File: src/rtl/picorv32_posted_write_buffer_if.sv
// ---------------------------------------------------------------------------
// picorv32_posted_write_buffer_if
// PicoRV32 native memory port bundle. Used twice by the posted write buffer:
// once towards the core and once towards the downstream adapter.
//   mem_valid / mem_ready : request / completion handshake
//   mem_instr             : instruction fetch flag
//   mem_addr / mem_wdata  : address and write data
//   mem_wstrb             : byte strobes, 4'b0000 marks a read
//   mem_rdata             : read data, valid while mem_ready is high
// Modports: master issues requests, slave answers them.
// ---------------------------------------------------------------------------
interface picorv32_posted_write_buffer_if;
   logic        mem_valid;
   logic        mem_instr;
   logic        mem_ready;
   logic [31:0] mem_addr;
   logic [31:0] mem_wdata;
   logic [3:0]  mem_wstrb;
   logic [31:0] mem_rdata;

   modport master (
      output mem_valid, mem_instr, mem_addr, mem_wdata, mem_wstrb,
      input  mem_ready, mem_rdata
   );

   modport slave (
      input  mem_valid, mem_instr, mem_addr, mem_wdata, mem_wstrb,
      output mem_ready, mem_rdata
   );
endinterface

File: src/rtl/picorv32_posted_write_buffer.sv
// ---------------------------------------------------------------------------
// picorv32_posted_write_buffer
// Posts core writes into a DEPTH-entry FIFO and acknowledges them after one
// cycle, then drains them in order to the downstream adapter. Reads wait
// until every older write has drained and then pass through downstream.
//
// Ports:
//   clk        : clock, everything on the rising edge
//   reset      : synchronous, active-high
//   core       : slave side of the native port, connected to the core
//   dn         : master side of the native port, connected to the adapter
//   wbuf_count : number of buffered writes (0..DEPTH)
//   wbuf_empty : no buffered writes and no downstream write in flight
//
// Optional feature macro: PICORV_WBUF_READ_FORWARD_EN
//   When defined, a read hitting a buffered full-word write (newest match)
//   returns that data in one cycle without a downstream access.
// ---------------------------------------------------------------------------
module picorv32_posted_write_buffer #(
   parameter int DEPTH = 4,
   parameter int PTR_W = 2
) (
   input  logic                                  clk,
   input  logic                                  reset,
   picorv32_posted_write_buffer_if.slave         core,
   picorv32_posted_write_buffer_if.master        dn,
   output logic [PTR_W:0]                        wbuf_count,
   output logic                                  wbuf_empty
);

   typedef enum logic [1:0] {C_IDLE, C_RD_WAIT, C_ACK, C_HOLD} c_state_t;
   typedef enum logic [1:0] {D_IDLE, D_WRITE, D_READ, D_GAP}   d_state_t;

   localparam logic [PTR_W:0]   FULL_CNT = (PTR_W+1)'(DEPTH);
   localparam logic [PTR_W:0]   CNT_ONE  = 1;
   localparam logic [PTR_W-1:0] PTR_ONE  = 1;

   logic [31:0] fifo_addr_q  [DEPTH];
   logic [31:0] fifo_wdata_q [DEPTH];
   logic [3:0]  fifo_wstrb_q [DEPTH];
   logic        fifo_instr_q [DEPTH];

   logic [PTR_W-1:0] wr_ptr_q, rd_ptr_q;
   logic [PTR_W:0]   count_q, count_d;
   c_state_t         c_state_q, c_state_d;
   d_state_t         d_state_q, d_state_d;
   logic [31:0]      rdata_q, rdata_d;
   logic             dn_valid_q, dn_valid_d;
   logic             dn_instr_q, dn_instr_d;
   logic [31:0]      dn_addr_q, dn_addr_d;
   logic [31:0]      dn_wdata_q, dn_wdata_d;
   logic [3:0]       dn_wstrb_q, dn_wstrb_d;
   logic             push, pop;
   logic             fwd_hit;
   logic [31:0]      fwd_data;

`ifdef PICORV_WBUF_READ_FORWARD_EN
   logic             fwd_seen, fwd_full;
   logic [PTR_W-1:0] fwd_idx;

   // Walk oldest to newest so the last match (newest write) wins; a partial
   // strobe newest match disables forwarding and the read waits for drain.
   always_comb begin
      fwd_seen = 1'b0;
      fwd_full = 1'b0;
      fwd_data = '0;
      fwd_idx  = rd_ptr_q;
      for (int i = 0; i < DEPTH; i++) begin
         fwd_idx = rd_ptr_q + PTR_W'(i);
         if (((PTR_W+1)'(i) < count_q) &&
             (fifo_addr_q[fwd_idx][31:2] == core.mem_addr[31:2])) begin
            fwd_seen = 1'b1;
            fwd_full = (fifo_wstrb_q[fwd_idx] == 4'b1111);
            fwd_data = fifo_wdata_q[fwd_idx];
         end
      end
      fwd_hit = fwd_seen & fwd_full;
   end
`else
   assign fwd_hit  = 1'b0;
   assign fwd_data = '0;
`endif

   // Core-side FSM: accepts one request, acks it, then waits for valid low.
   always_comb begin
      c_state_d = c_state_q;
      push      = 1'b0;
      rdata_d   = rdata_q;
      case (c_state_q)
         C_IDLE: begin
            if (core.mem_valid) begin
               if (core.mem_wstrb != 4'b0000) begin
                  if (count_q != FULL_CNT) begin
                     push      = 1'b1;
                     c_state_d = C_ACK;
                  end
               end else if (fwd_hit) begin
                  rdata_d   = fwd_data;
                  c_state_d = C_ACK;
               end else begin
                  c_state_d = C_RD_WAIT;
               end
            end
         end
         C_RD_WAIT: begin
            if ((d_state_q == D_READ) && dn.mem_ready) begin
               rdata_d   = dn.mem_rdata;
               c_state_d = C_ACK;
            end
         end
         C_ACK:   c_state_d = C_HOLD;
         C_HOLD:  if (!core.mem_valid) c_state_d = C_IDLE;
         default: c_state_d = C_IDLE;
      endcase
   end

   // Downstream FSM: buffered writes first, then a pending read. A write
   // pushed into an empty FIFO is launched on the same edge from the core
   // inputs, since the head slot is only written at that edge.
   always_comb begin
      d_state_d  = d_state_q;
      pop        = 1'b0;
      dn_valid_d = dn_valid_q;
      dn_instr_d = dn_instr_q;
      dn_addr_d  = dn_addr_q;
      dn_wdata_d = dn_wdata_q;
      dn_wstrb_d = dn_wstrb_q;
      case (d_state_q)
         D_IDLE: begin
            if (count_q != '0) begin
               dn_valid_d = 1'b1;
               dn_instr_d = fifo_instr_q[rd_ptr_q];
               dn_addr_d  = fifo_addr_q[rd_ptr_q];
               dn_wdata_d = fifo_wdata_q[rd_ptr_q];
               dn_wstrb_d = fifo_wstrb_q[rd_ptr_q];
               d_state_d  = D_WRITE;
            end else if (push) begin
               dn_valid_d = 1'b1;
               dn_instr_d = core.mem_instr;
               dn_addr_d  = core.mem_addr;
               dn_wdata_d = core.mem_wdata;
               dn_wstrb_d = core.mem_wstrb;
               d_state_d  = D_WRITE;
            end else if (c_state_q == C_RD_WAIT) begin
               dn_valid_d = 1'b1;
               dn_instr_d = core.mem_instr;
               dn_addr_d  = core.mem_addr;
               dn_wstrb_d = 4'b0000;
               d_state_d  = D_READ;
            end
         end
         D_WRITE: begin
            if (dn.mem_ready) begin
               pop        = 1'b1;
               dn_valid_d = 1'b0;
               d_state_d  = D_GAP;
            end
         end
         D_READ: begin
            if (dn.mem_ready) begin
               dn_valid_d = 1'b0;
               d_state_d  = D_GAP;
            end
         end
         D_GAP:   d_state_d = D_IDLE;
         default: d_state_d = D_IDLE;
      endcase
   end

   always_comb begin
      count_d = count_q;
      if (push && !pop)      count_d = count_q + CNT_ONE;
      else if (pop && !push) count_d = count_q - CNT_ONE;
   end

   always_ff @(posedge clk) begin
      if (reset) begin
         c_state_q  <= C_IDLE;
         d_state_q  <= D_IDLE;
         wr_ptr_q   <= '0;
         rd_ptr_q   <= '0;
         count_q    <= '0;
         rdata_q    <= '0;
         dn_valid_q <= 1'b0;
         dn_instr_q <= 1'b0;
         dn_addr_q  <= '0;
         dn_wdata_q <= '0;
         dn_wstrb_q <= '0;
      end else begin
         c_state_q  <= c_state_d;
         d_state_q  <= d_state_d;
         count_q    <= count_d;
         rdata_q    <= rdata_d;
         dn_valid_q <= dn_valid_d;
         dn_instr_q <= dn_instr_d;
         dn_addr_q  <= dn_addr_d;
         dn_wdata_q <= dn_wdata_d;
         dn_wstrb_q <= dn_wstrb_d;
         if (push) wr_ptr_q <= wr_ptr_q + PTR_ONE;
         if (pop)  rd_ptr_q <= rd_ptr_q + PTR_ONE;
      end
   end

   // Entry storage carries no reset; occupancy is tracked by the pointers.
   always_ff @(posedge clk) begin
      if (push) begin
         fifo_addr_q[wr_ptr_q]  <= core.mem_addr;
         fifo_wdata_q[wr_ptr_q] <= core.mem_wdata;
         fifo_wstrb_q[wr_ptr_q] <= core.mem_wstrb;
         fifo_instr_q[wr_ptr_q] <= core.mem_instr;
      end
   end

   assign core.mem_ready = (c_state_q == C_ACK);
   assign core.mem_rdata = rdata_q;
   assign dn.mem_valid   = dn_valid_q;
   assign dn.mem_instr   = dn_instr_q;
   assign dn.mem_addr    = dn_addr_q;
   assign dn.mem_wdata   = dn_wdata_q;
   assign dn.mem_wstrb   = dn_wstrb_q;
   assign wbuf_count     = count_q;
   assign wbuf_empty     = (count_q == '0) && (d_state_q != D_WRITE);

endmodule

File: src/flat_wrapper.sv
// flat-port wrapper written by rule: the top's interface ports become plain ports
module picorv32_posted_write_buffer_flat 
#(
   parameter int DEPTH = 4,
   parameter int PTR_W = 2
)
  (clk, reset, wbuf_count, wbuf_empty, core_mem_valid, core_mem_instr, core_mem_addr, core_mem_wdata, core_mem_wstrb, core_mem_ready, core_mem_rdata, dn_mem_valid, dn_mem_instr, dn_mem_addr, dn_mem_wdata, dn_mem_wstrb, dn_mem_ready, dn_mem_rdata);
  picorv32_posted_write_buffer_if core_i ();
  picorv32_posted_write_buffer_if dn_i ();
  input  logic clk;
  input  logic reset;
  output logic [PTR_W:0] wbuf_count;
  output logic wbuf_empty;
  input wire logic [$bits(core_i.mem_valid)-1:0] core_mem_valid;
  input wire logic [$bits(core_i.mem_instr)-1:0] core_mem_instr;
  input wire logic [$bits(core_i.mem_addr)-1:0] core_mem_addr;
  input wire logic [$bits(core_i.mem_wdata)-1:0] core_mem_wdata;
  input wire logic [$bits(core_i.mem_wstrb)-1:0] core_mem_wstrb;
  output wire logic [$bits(core_i.mem_ready)-1:0] core_mem_ready;
  output wire logic [$bits(core_i.mem_rdata)-1:0] core_mem_rdata;
  output wire logic [$bits(dn_i.mem_valid)-1:0] dn_mem_valid;
  output wire logic [$bits(dn_i.mem_instr)-1:0] dn_mem_instr;
  output wire logic [$bits(dn_i.mem_addr)-1:0] dn_mem_addr;
  output wire logic [$bits(dn_i.mem_wdata)-1:0] dn_mem_wdata;
  output wire logic [$bits(dn_i.mem_wstrb)-1:0] dn_mem_wstrb;
  input wire logic [$bits(dn_i.mem_ready)-1:0] dn_mem_ready;
  input wire logic [$bits(dn_i.mem_rdata)-1:0] dn_mem_rdata;
  assign core_i.mem_valid = core_mem_valid;
  assign core_i.mem_instr = core_mem_instr;
  assign core_i.mem_addr = core_mem_addr;
  assign core_i.mem_wdata = core_mem_wdata;
  assign core_i.mem_wstrb = core_mem_wstrb;
  assign core_mem_ready = core_i.mem_ready;
  assign core_mem_rdata = core_i.mem_rdata;
  assign dn_mem_valid = dn_i.mem_valid;
  assign dn_mem_instr = dn_i.mem_instr;
  assign dn_mem_addr = dn_i.mem_addr;
  assign dn_mem_wdata = dn_i.mem_wdata;
  assign dn_mem_wstrb = dn_i.mem_wstrb;
  assign dn_i.mem_ready = dn_mem_ready;
  assign dn_i.mem_rdata = dn_mem_rdata;
  picorv32_posted_write_buffer #(.DEPTH(DEPTH), .PTR_W(PTR_W)) u_core (.clk(clk), .reset(reset), .core(core_i), .dn(dn_i), .wbuf_count(wbuf_count), .wbuf_empty(wbuf_empty));
endmodule
File: config.mk
export PLATFORM = sky130hd
export DESIGN_NAME = picorv32_posted_write_buffer_flat
export DESIGN_NICKNAME = d
export VERILOG_FILES = /design/src/rtl/picorv32_posted_write_buffer_if.sv /design/src/rtl/picorv32_posted_write_buffer.sv /design/src/flat_wrapper.sv
export SDC_FILE = /design/constraint.sdc
export NUM_CORES = 1
export LEC_CHECK = 0
export BUFFER_PORTS_ARGS = -buffer_cell sky130_fd_sc_hd__buf_4
export CORE_MARGIN = 4
export CORE_UTILIZATION = 48
export CTS_CLUSTER_DIAMETER = 30
export DETAILED_ROUTE_END_ITERATION = 10
export GPL_ROUTABILITY_DRIVEN = 0
export PLACE_DENSITY = 0.79
export SETUP_SLACK_MARGIN = 0.4
export SLEW_MARGIN = 20
export SYNTH_ARGS = -nofsm -noshare
export SYNTH_HDL_FRONTEND = slang
export SYNTH_SLANG_ARGS = --single-unit
File: constraint.sdc
create_clock -name clk -period 5.5 [get_ports clk]
set_input_delay 1.1 -clock clk [delete_from_list [all_inputs] [get_ports clk]]
set_output_delay 1.1 -clock clk [all_outputs]
set_load 0.01 [all_outputs]
==> results of run 1 <==
-- cells by family (layout without fill, tap and decap cells) --
logic type,Yosys count,in the layout,share of synthesized area [%]
adders and majority gates,14,14,1.207
muxes,72,72,10.46
DFF,391,391,69.94
AOI/OAI and AO/OA,155,155,8.570
xor gates and xnor gates,5,5,0.2892
and+or+nand+nor,268,268,7.115
buffers and inverters,80,362,2.413
-- worst max-delay path, delay by kind of cell, from the launching register on --
family / cells / cell delay (ps)
buffers and inverters: 2 / 900
flip-flops: 1 / 570
AND/OR/NAND/NOR: 2 / 270
-- final cells by class --
class,instances,area [sq um],area share [%]
repair buffers,218,1657,8.479
clock buffers,92,2043,10.46
well taps,396,495.5,2.536
clock inverters,42,473.0,2.421
multi-input cells,514,4234,21.67
inverters,10,37.54,0.1921
flip-flops and latches,391,10600,54.24
-- flip-flops by register name, indices dropped and copies added (netlist names), named ones only --
signal	flops
u_core.dn.mem_addr	32
u_core.wr_ptr_q	2
u_core.fifo_wstrb_q	16
u_core.dn.mem_wdata	32
u_core.c_state_q	2
u_core.dn.mem_valid	1
u_core.dn.mem_wstrb	4
u_core.core.mem_rdata	32
u_core.rd_ptr_q	2
u_core.dn.mem_instr	1
u_core.d_state_q	2
u_core.wbuf_count	3
u_core.fifo_instr_q	4
u_core.fifo_wdata_q	128
u_core.fifo_addr_q	128
-- layout by cell type (no fill, tap or decap), types with 10 or more instances in the layout --
cell,Yosys,final
a21oi_1,67,67
a311oi_1,35,35
a311oi_2,30,30
buf_4,8,217
clkbuf_16,0,77
dfxtp_1,115,113
edfxtp_1,276,276
ha_1,13,12
inv_1,10,10
mux4_2,69,69
nand2_1,197,197
nor2_1,48,48
-- layer usage --
metal	part of all wire, %	GRT usage (%)
met5	0.066	0
met4	2.7	7.024
met3	7.6	5.179
met2	50	33.56
met1	40	26.01
-- per-stage QoR --
step                      total power (uW)  hold WS, ps  worst slack (ps)  std cells
after CTS                            11290        455.0              2069       1662
final                                11210        452.0              2106       1663
after detailed placement              6755        449.5              2033       1528
after floorplan                       5832        466.0              1739        985
after global routing                 11740        470.8              1929       1663
after global placement                6666        443.1              2108       1528
-- power breakdown --
part	leakage, uW	switching (uW)	internal [uW]
Clock	0.00122	1490	2980
Sequential	0.00346	285	3710
Combinational	0.00234	1620	1120
-- path summary, 6_finish.rpt --
path	startpoint	endpoint	slack, ps	cells after the start
max reg2reg	u_core.c_state_q[0]	u_core.wbuf_count[2]	2480	10
min	u_core.core.mem_rdata[15]	u_core.core.mem_rdata[15]	450	2
max	u_core.wbuf_count[0]	wbuf_empty	2110	4
min reg2reg	u_core.core.mem_rdata[15]	u_core.core.mem_rdata[15]	450	2
==> results.cfg, run 1 <==
[die]
num_io_pins = 212
die_area_sq_um = 34450
core-area_sq_um = 30830
num_rows = 64
die_x_microns = 185.6
start_util_pct = 49.11
die_h_microns = 185.6

[detailed_routing]
dr.pass1.iters = 5
vias = 9365
routed_via_density = 5.631
wl_mm = 34.97
routedWlPerCell_microns = 21.03
drc_errors = 0
drtAntennaViolNets = 0
first_iter_violations = 663

[power]
power_density_nw_per_um2 = 573.8
p_leak_uw = 0.007021
vdd_drop_max_v = 0.0003369

[synth]
synth_seq_area_share_pct = 69.94
netlist_area_sq_um = 15140
yosysTopAreaCell = edfxtp_1
avgSynthCellArea_sq_um = 15.37
netlist_instances = 985
synth.net_count = 1104
synthFlopType = edfxtp_1
synthArstFlopShare_pct = 0
yosys-top-cells-area = edfxtp_1 55%, dfxtp_1 15%, mux4_2 10%, nand2_1 4.9%, a311oi_2 3.0%
synth.distinct_cells = 42
synth_top_area_share_pct = 54.74
ys_ff_latch = 391
yosysMostFrequentCell = edfxtp_1
ys_warn_count = 0
synth-edff-count = 276
synthTopCellsByCount = 276 x edfxtp_1, 197 x nand2_1, 115 x dfxtp_1, 69 x mux4_2, 67 x a21oi_1

[critical_path]
critPathLaunchType = flop
cp_slowest_cell = buf_4
worst-path-max-fanout = 71
endpoint_kind = output pin
crit_arrival_ps = 2290
cpPeakStageDelay_ps = 710
critical_path_class = flop to output pin
crit_path_frequent_cell = buf_4
cp.required_ps = 4400
path_cells = or3_2 > buf_4 > nor2_1 > buf_4

[timing]
tns_ps = 0
tightestPinTransition_ps = 1109
rsz0062_at_grt = no
hold_viol = 0
max_slew_margin_pct = 26.10
setup_viol = 0
fmax_mhz = 294.7
drv_slew = 0
fin_skew_ps = 29.82
period_minus_slack_ps = 3394
post-route-period-util_pct = 61.70

[global_route]
grt_pass1_wl_mm = 54.05
overflow = 0
grt_pass1_vias = 9651
grt_max_degree = 82
grtUsageTotal_pct = 20.17
antenna_found_initial = 2

[final_layout]
diodes = 0
finalNetCount = 1327
finalInstanceArea_sq_um = 19540
area_growth_pct = 29.04
fillers = 2109
drive_gt1_share_pct = 36.31
utilization_pct = 63.37

[clocking]
cts_root_buf = clkbuf_16
cts-hold-fix-buffers = 0
clkTransAtPathRegs_ps = 40
worst_skew_pair.late_latency_ps = 560
cts-htree-levels = 3
clockBufferDepth = 3
cts.sinks = 391
post_cts_buffers = 0
cts_resized = 0
cts_tree = yes
cts_made_buffers = 73

[job]
cap_violations = 0

[placed_design]
placed_cell_area_sq_um = 16990
hpwl_mm = 19.66
io_buffers = 211

[hold_path]
hp-class = flop to flop

[outcome]
outcome = complete, no violations
No activity file was read; power rests on OpenSTA's default activity.
==> run 2: changes to the inputs <==
- PLACE_DENSITY: 0.79 -> 0.81
- clock period: 5.5 -> 3 ns (I/O delays scaled with it)
==> run 2 against run 1 <==
Die area unchanged. Critical path depth up 1. Setup slack worse by 1600 ps. Combinational power up 96%. Core utilization up 1.0 points. Hold slack worse by 200 ps. Clock power up 88%. Via count up 1.8%. Non-clock buffer count up 19. Critical endpoint is now u_core.fifo_wdata_q[2][5].
==> results.cfg, run 2 (synthesized netlist as in run 1, its figures left out) <==
[outcome]
outcome = complete, no violations

[global_route]
grt_pass1_wl_mm = 55.40
antenna_found_initial = 0
grtUsageTotal_pct = 20.63
grt_pass1_vias = 9950
overflow = 0
grt_max_degree = 75

[timing]
hold-worst-slack_ps = 254.6
tns_ps = 0
setup_viol = 0
fmax_mhz = 400.3
period_minus_slack_ps = 2498
fin_skew_ps = 16.84
tightestPinTransition_ps = 1102
post-route-period-util_pct = 83.26
rsz0062_at_grt = yes
drv_slew = 0
max_slew_margin_pct = 26.51
hold_viol = 0

[clocking]
worst_skew_pair.late_latency_ps = 560
cts_root_buf = clkbuf_16
cts_tree = yes
cts.sinks = 391
clockBufferDepth = 3
clkTransAtPathRegs_ps = 50
cts_made_buffers = 76
cts-hold-fix-buffers = 0
cts-htree-levels = 3

[final_layout]
reg.largest.list = u_core.fifo_addr_q (128), u_core.fifo_wdata_q (128)
drive_gt1_share_pct = 37.87
diodes = 0
layout_commonest_cell = edfxtp_1
finalNetCount = 1350
finalInstanceArea_sq_um = 19850
area_growth_pct = 31.12
fillers = 2126
utilization_pct = 64.40
final_cell_mix = 276 x edfxtp_1, 230 x buf_4, 197 x nand2_1

[power]
vdd_drop_max_v = 0.0008142
power_uw = 21040
power_density_nw_per_um2 = 1060
p_leak_uw = 0.007173

[critical_path]
worst-path-buf-inv = 1
crit_arrival_ps = 2660
startpoint = u_core.c_state_q[1]
critical_path_class = flop to flop
cpLargestDelayFamily = simple AND/OR/NAND/NOR gates
ff2ff_setup_slack_ps = 500
path_cells = inv_1 > ha_2 > o41ai_4 > nor3_4 > and2_4
cpPeakStageDelay_ps = 940
critPathCapture = u_core.fifo_wdata_q[2][5]
critPathLaunchType = flop
endpoint_kind = flop
rr_worst_depth = 5
worst-path-max-fanout = 69
cp.depth = 5
reg2reg_to = u_core.fifo_wdata_q[2][5]
cp_slowest_cell = and2_4
timing.rr.start = u_core.c_state_q[1]
cp.required_ps = 3170

[detailed_routing]
first_iter_violations = 641
wl_mm = 36.67
dr.pass1.iters = 5
routed_via_density = 5.641
routedWlPerCell_microns = 21.70
drc_errors = 0
vias = 9534
drtAntennaViolNets = 0

[die]
die_x_microns = 185.6
start_util_pct = 49.11
die_h_microns = 185.6
num_rows = 64
core-area_sq_um = 30830
die_area_sq_um = 34450
num_io_pins = 212

[job]
cap_violations = 0

[placed_design]
hpwl_mm = 21.78
io_buffers = 211
placed_cell_area_sq_um = 17220

[hold_path]
hp-class = input port to flop
==> run 2: cell types whose count changed in the layout (fill, tap and decap cells not counted), moves of 2 or more <==
cell,previous run,this run
buf_12,0,7
buf_4,217,230
clkbuf_1,9,7
clkbuf_8,6,3
clkinv_1,2,4
clkinv_8,0,2
clkinvlp_4,6,8
dfxtp_1,113,111
dfxtp_2,0,2
ha_1,12,10
ha_2,1,3
inv_4,2,0
inv_6,7,12
==> run 2: repair_timing <==
action	4_1_cts	5_1_grt
gates cloned	0	1
pin swaps	0	3
gates resized for setup	2	4
buffers inserted	0	1
setup endpoints to repair	101	84
==> run 2: layout make-up <==
type | instances | area (sq um) | share of cell area, %
inverter | 10 | 37.54 | 0.1891
clock buffer | 87 | 1994 | 10.05
multi-input combinational | 515 | 4253 | 21.42
tap | 396 | 495.5 | 2.496
sequential | 391 | 10600 | 53.39
clock inverter | 54 | 605.6 | 3.050
timing repair buffer | 237 | 1867 | 9.403
==> run 2: where the power goes <==
group,internal [uW],switching (uW)
registers,6790,480
logic,2220,3160
clock network,5540,2850
==> run 2: worst min-delay path by stage <==
stage,from,end,slack [ps],depth (start not counted)
finish,core_mem_addr[29],u_core.fifo_addr_q[2][29],250,1
CTS,core_mem_addr[29],u_core.fifo_addr_q[2][29],230,1
floorplan,u_core.c_state_q[0],u_core.c_state_q[0],470,2
global placement,u_core.core.mem_rdata[25],u_core.core.mem_rdata[25],440,2
detailed placement,u_core.core.mem_rdata[16],u_core.core.mem_rdata[16],450,2
global route,core_mem_wdata[2],u_core.fifo_wdata_q[3][2],240,1
==> run 2: metal layers <==
metal | vias to the layer above | part of all wire [%] | track usage, %
met5 | - | 0 | 0
met4 | 0 | 2.6 | 6.791
met3 | 73 | 7.9 | 5.022
met2 | 381 | 51 | 35.99
met1 | 4798 | 38 | 25.45
li1 | 4282 | - | -
==> run 2: worst reg2reg max path, delay by kind of cell, from the launching register on <==
family / cells / cell delay, ps
buffers and inverters: 1 / 110
AOI/OAI and AO/OA: 1 / 110
adders and majority gates: 1 / 250
and+or+nand+nor: 2 / 1290
DFF: 1 / 320
==> run 2: metrics by stage <==
stage,setup WS [ps],cells
floorplan,417.6,985
global placement,400.4,1547
detailed placement,363.4,1547
CTS,422.6,1688
global route,363.7,1690
finish,502.2,1690
==> run 3: changes to the inputs <==
- ABC_AREA: default -> 1
- clock period: 3 -> 2.25 ns (I/O delays scaled with it)
==> run 3 against run 2 <==
Cell count grew 36%. Power is 50% higher. Wire length increased by 19%. Area after synthesis up 4.2%. First-iteration DRC count up 71%. Register-to-register slack worse by 180 ps. Critical path type unchanged. Largest power group unchanged. Highest routed layer unchanged.
==> results.cfg, run 3 <==
[timing]
setup_viol = 0
drv_slew = 0
period_minus_slack_ps = 1930
tightestPinTransition_ps = 552.3
rsz0062_at_grt = yes
fmax_mhz = 518.1
post-route-period-util_pct = 85.78
worst_slack_ps = 319.9
max_slew_margin_pct = 63.18
fin_skew_ps = 21.22
hold_viol = 0

[critical_path]
cpLargestDelayFamily = adder cells
critical_path_class = flop to flop
endpoint_kind = flop
worst-path-max-fanout = 3
critPathLaunchType = flop
cp.required_ps = 2740
crit_arrival_ps = 2420
cp.depth = 14
timing.rr.start = u_core.c_state_q[0]
cpPeakStageDelay_ps = 350
cp_slowest_cell = dfxtp_4
startpoint = u_core.c_state_q[0]
crit_path_frequent_cell = inv_4
ff2ff_setup_slack_ps = 320
worst-path-buf-inv = 4
reg2reg_to = u_core.wbuf_count[2]
critPathCapture = u_core.wbuf_count[2]
path_cells = inv_4 > ha_4 > inv_4 > a21oi_4 > nand2_4 > inv_2 > ha_4 > inv_4 > fa_2 > nor2_1 > nor2_1 > nand2_1 > o21ai_1 > a21oi_1
rr_worst_depth = 14

[global_route]
grt_pass1_vias = 12198
grtUsageTotal_pct = 22.79
grt_pass1_wl_mm = 64.87
grt_max_degree = 139
antenna_found_initial = 0
overflow = 0

[job]
cap_violations = 0

[final_layout]
fillers = 2357
final_cell_mix = 295 x nor2_1, 295 x nand2_1, 276 x edfxtp_1
area_growth_pct = 33.72
reg.largest.list = u_core.fifo_addr_q (128), u_core.fifo_wdata_q (128)
diodes = 0
finalNetCount = 1912
drive_gt1_share_pct = 23.88
layout.cells.non_filler = 2297
finalInstanceArea_sq_um = 21090

[clocking]
cts-htree-levels = 3
worst_skew_pair.late_latency_ps = 580
cts_made_buffers = 74
cts_tree = yes
clockBufferDepth = 3
cts_root_buf = clkbuf_16
clkTransAtPathRegs_ps = 60
cts.sinks = 391

[die]
num_rows = 66
num_io_pins = 212
start_util_pct = 48.60
die_h_microns = 189.3
die_area_sq_um = 35820
die_x_microns = 189.3
core-area_sq_um = 32450

[synth]
synth_top_family_by_area = simple AND/OR/NAND/NOR gates
synth-edff-count = 276
synth_seq_area_share_pct = 67.15
synth_xor_area_share_pct = 0.1111
ys_ff_latch = 391
synth_top_area_share_pct = 52.55
synthTopCellsByCount = 303 x nor2_1, 297 x nand2_1, 276 x edfxtp_1, 152 x o21ai_0, 115 x dfxtp_1
synthArstFlopShare_pct = 0
synthMuxAreaShare_pct = 0
yosysTopAreaCell = edfxtp_1
synth.distinct_cells = 30
netlist_area_sq_um = 15770
synthFlopType = edfxtp_1
ys_warn_count = 0
yosys-top-cells-area = edfxtp_1 53%, dfxtp_1 15%, nor2_1 7.2%, nand2_1 7.1%, o21ai_0 4.8%
synth_compound_gate_area_share_pct = 11.04
yosys.area_share.adder_pct = 1.158
netlist_instances = 1531
avgSynthCellArea_sq_um = 10.30
yosys.area_share.simple_pct = 14.84
synth.net_count = 1650
yosysMostFrequentCell = nor2_1

[detailed_routing]
drc_errors = 0
vias = 12244
first_iter_violations = 1098
drtAntennaViolNets = 0
dr.pass1.iters = 6
routedWlPerCell_microns = 19.00
routed_via_density = 5.330
wl_mm = 43.64

[outcome]
outcome = complete, no violations

[placed_design]
hpwl_mm = 22.67
placed_cell_area_sq_um = 17920
dp.cells = 2126
io_buffers = 211
place_ws_ps = -36.13

[power]
power_density_nw_per_um2 = 1496
p_leak_uw = 0.008572
vdd_drop_max_v = 0.0008399

[hold_path]
hp-class = input port to flop
==> run 3: changes by cell type after synthesis, sizes merged, moves of 9 or more <==
cell	before	now
mux4	69	0
o21ai	2	213
a21oi	67	43
inv	10	96
nor2	48	304
nand2	197	300
buf	25	50
a311oi	65	0
o22ai	0	67
and2	9	0
==> run 3: layout make-up <==
class                   count  area [sq um]  area share, %
well taps                 442         553.0          2.622
clock inverters            49         566.8          2.687
flip-flops and latches    391         10610          50.31
inverters                  96         376.6          1.786
multi-input cells         954          4432          21.01
repair buffers            276          2582          12.24
clock buffers              89          1969          9.338
==> run 3: per-layer routing <==
metal / track usage [%] / share of wire, % / up-vias
met3: 6.434 / 10 / 95
li1: - / - / 5726
met2: 39.43 / 49 / 678
met1: 27.64 / 38 / 5745
met5: 0 / 0 / -
met4: 7.652 / 2.4 / 0
==> run 3: logic make-up after synthesis <==
kind of cell	Yosys count
and+or+nand+nor	612
adders and majority gates	14
xor gates and xnor gates	2
buffers and inverters	187
AOI/OAI and AO/OA	325
DFF	391
==> run 3: worst reg2reg max path, cell delays in order (launching register included) <==
cell	delay, ps
dfxtp_4	350
inv_4	60
ha_4	150
inv_4	50
a21oi_4	160
nand2_4	80
inv_2	70
ha_4	140
inv_4	40
fa_2	340
nor2_1	100
nor2_1	50
nand2_1	80
o21ai_1	70
a21oi_1	130
==> run 3: power by group <==
group	total [uW]	switching [uW]	internal, uW
Clock	11000	3700	7330
Combinational	10600	6460	4180
Sequential	9860	632	9230
==> run 3: timing repair <==
item | in CTS | in global routing
cloned | 3 | 8
resized for setup | 22 | 28
pin swaps | 9 | 11
hold buffers | 0 | 0
setup endpoints to repair | 159 | 191
setup buffers | 13 | 9
==> run 3: through the flow <==
stage	total power, uW	hold slack, ps	utilization (%)	TNS, ps
6_report	31540	82.65	64.99	0
5_1_grt	33180	76.02	64.99	0
2_1_floorplan	15500	443.5	-	-44040
3_3_place_gp	18410	430.8	55.22	0
3_5_place_dp	18660	434.5	55.22	-153.1
4_1_cts	30740	66.88	63.78	0
==> run 3: worst min path at each step <==
stage                                    startpoint  cells past startpoint                         to  slack [ps]
after global routing              core_mem_wdata[2]                      1  u_core.fifo_wdata_q[0][2]          80
after detailed placement   u_core.core.mem_rdata[7]                      2   u_core.core.mem_rdata[7]         430
after floorplan                  u_core.rd_ptr_q[0]                      1                       flop         440
after global placement    u_core.core.mem_rdata[11]                      2  u_core.core.mem_rdata[11]         430
after CTS                         core_mem_wdata[1]                      1  u_core.fifo_wdata_q[3][1]          70
final                             core_mem_wdata[6]                      1  u_core.fifo_wdata_q[0][6]          80
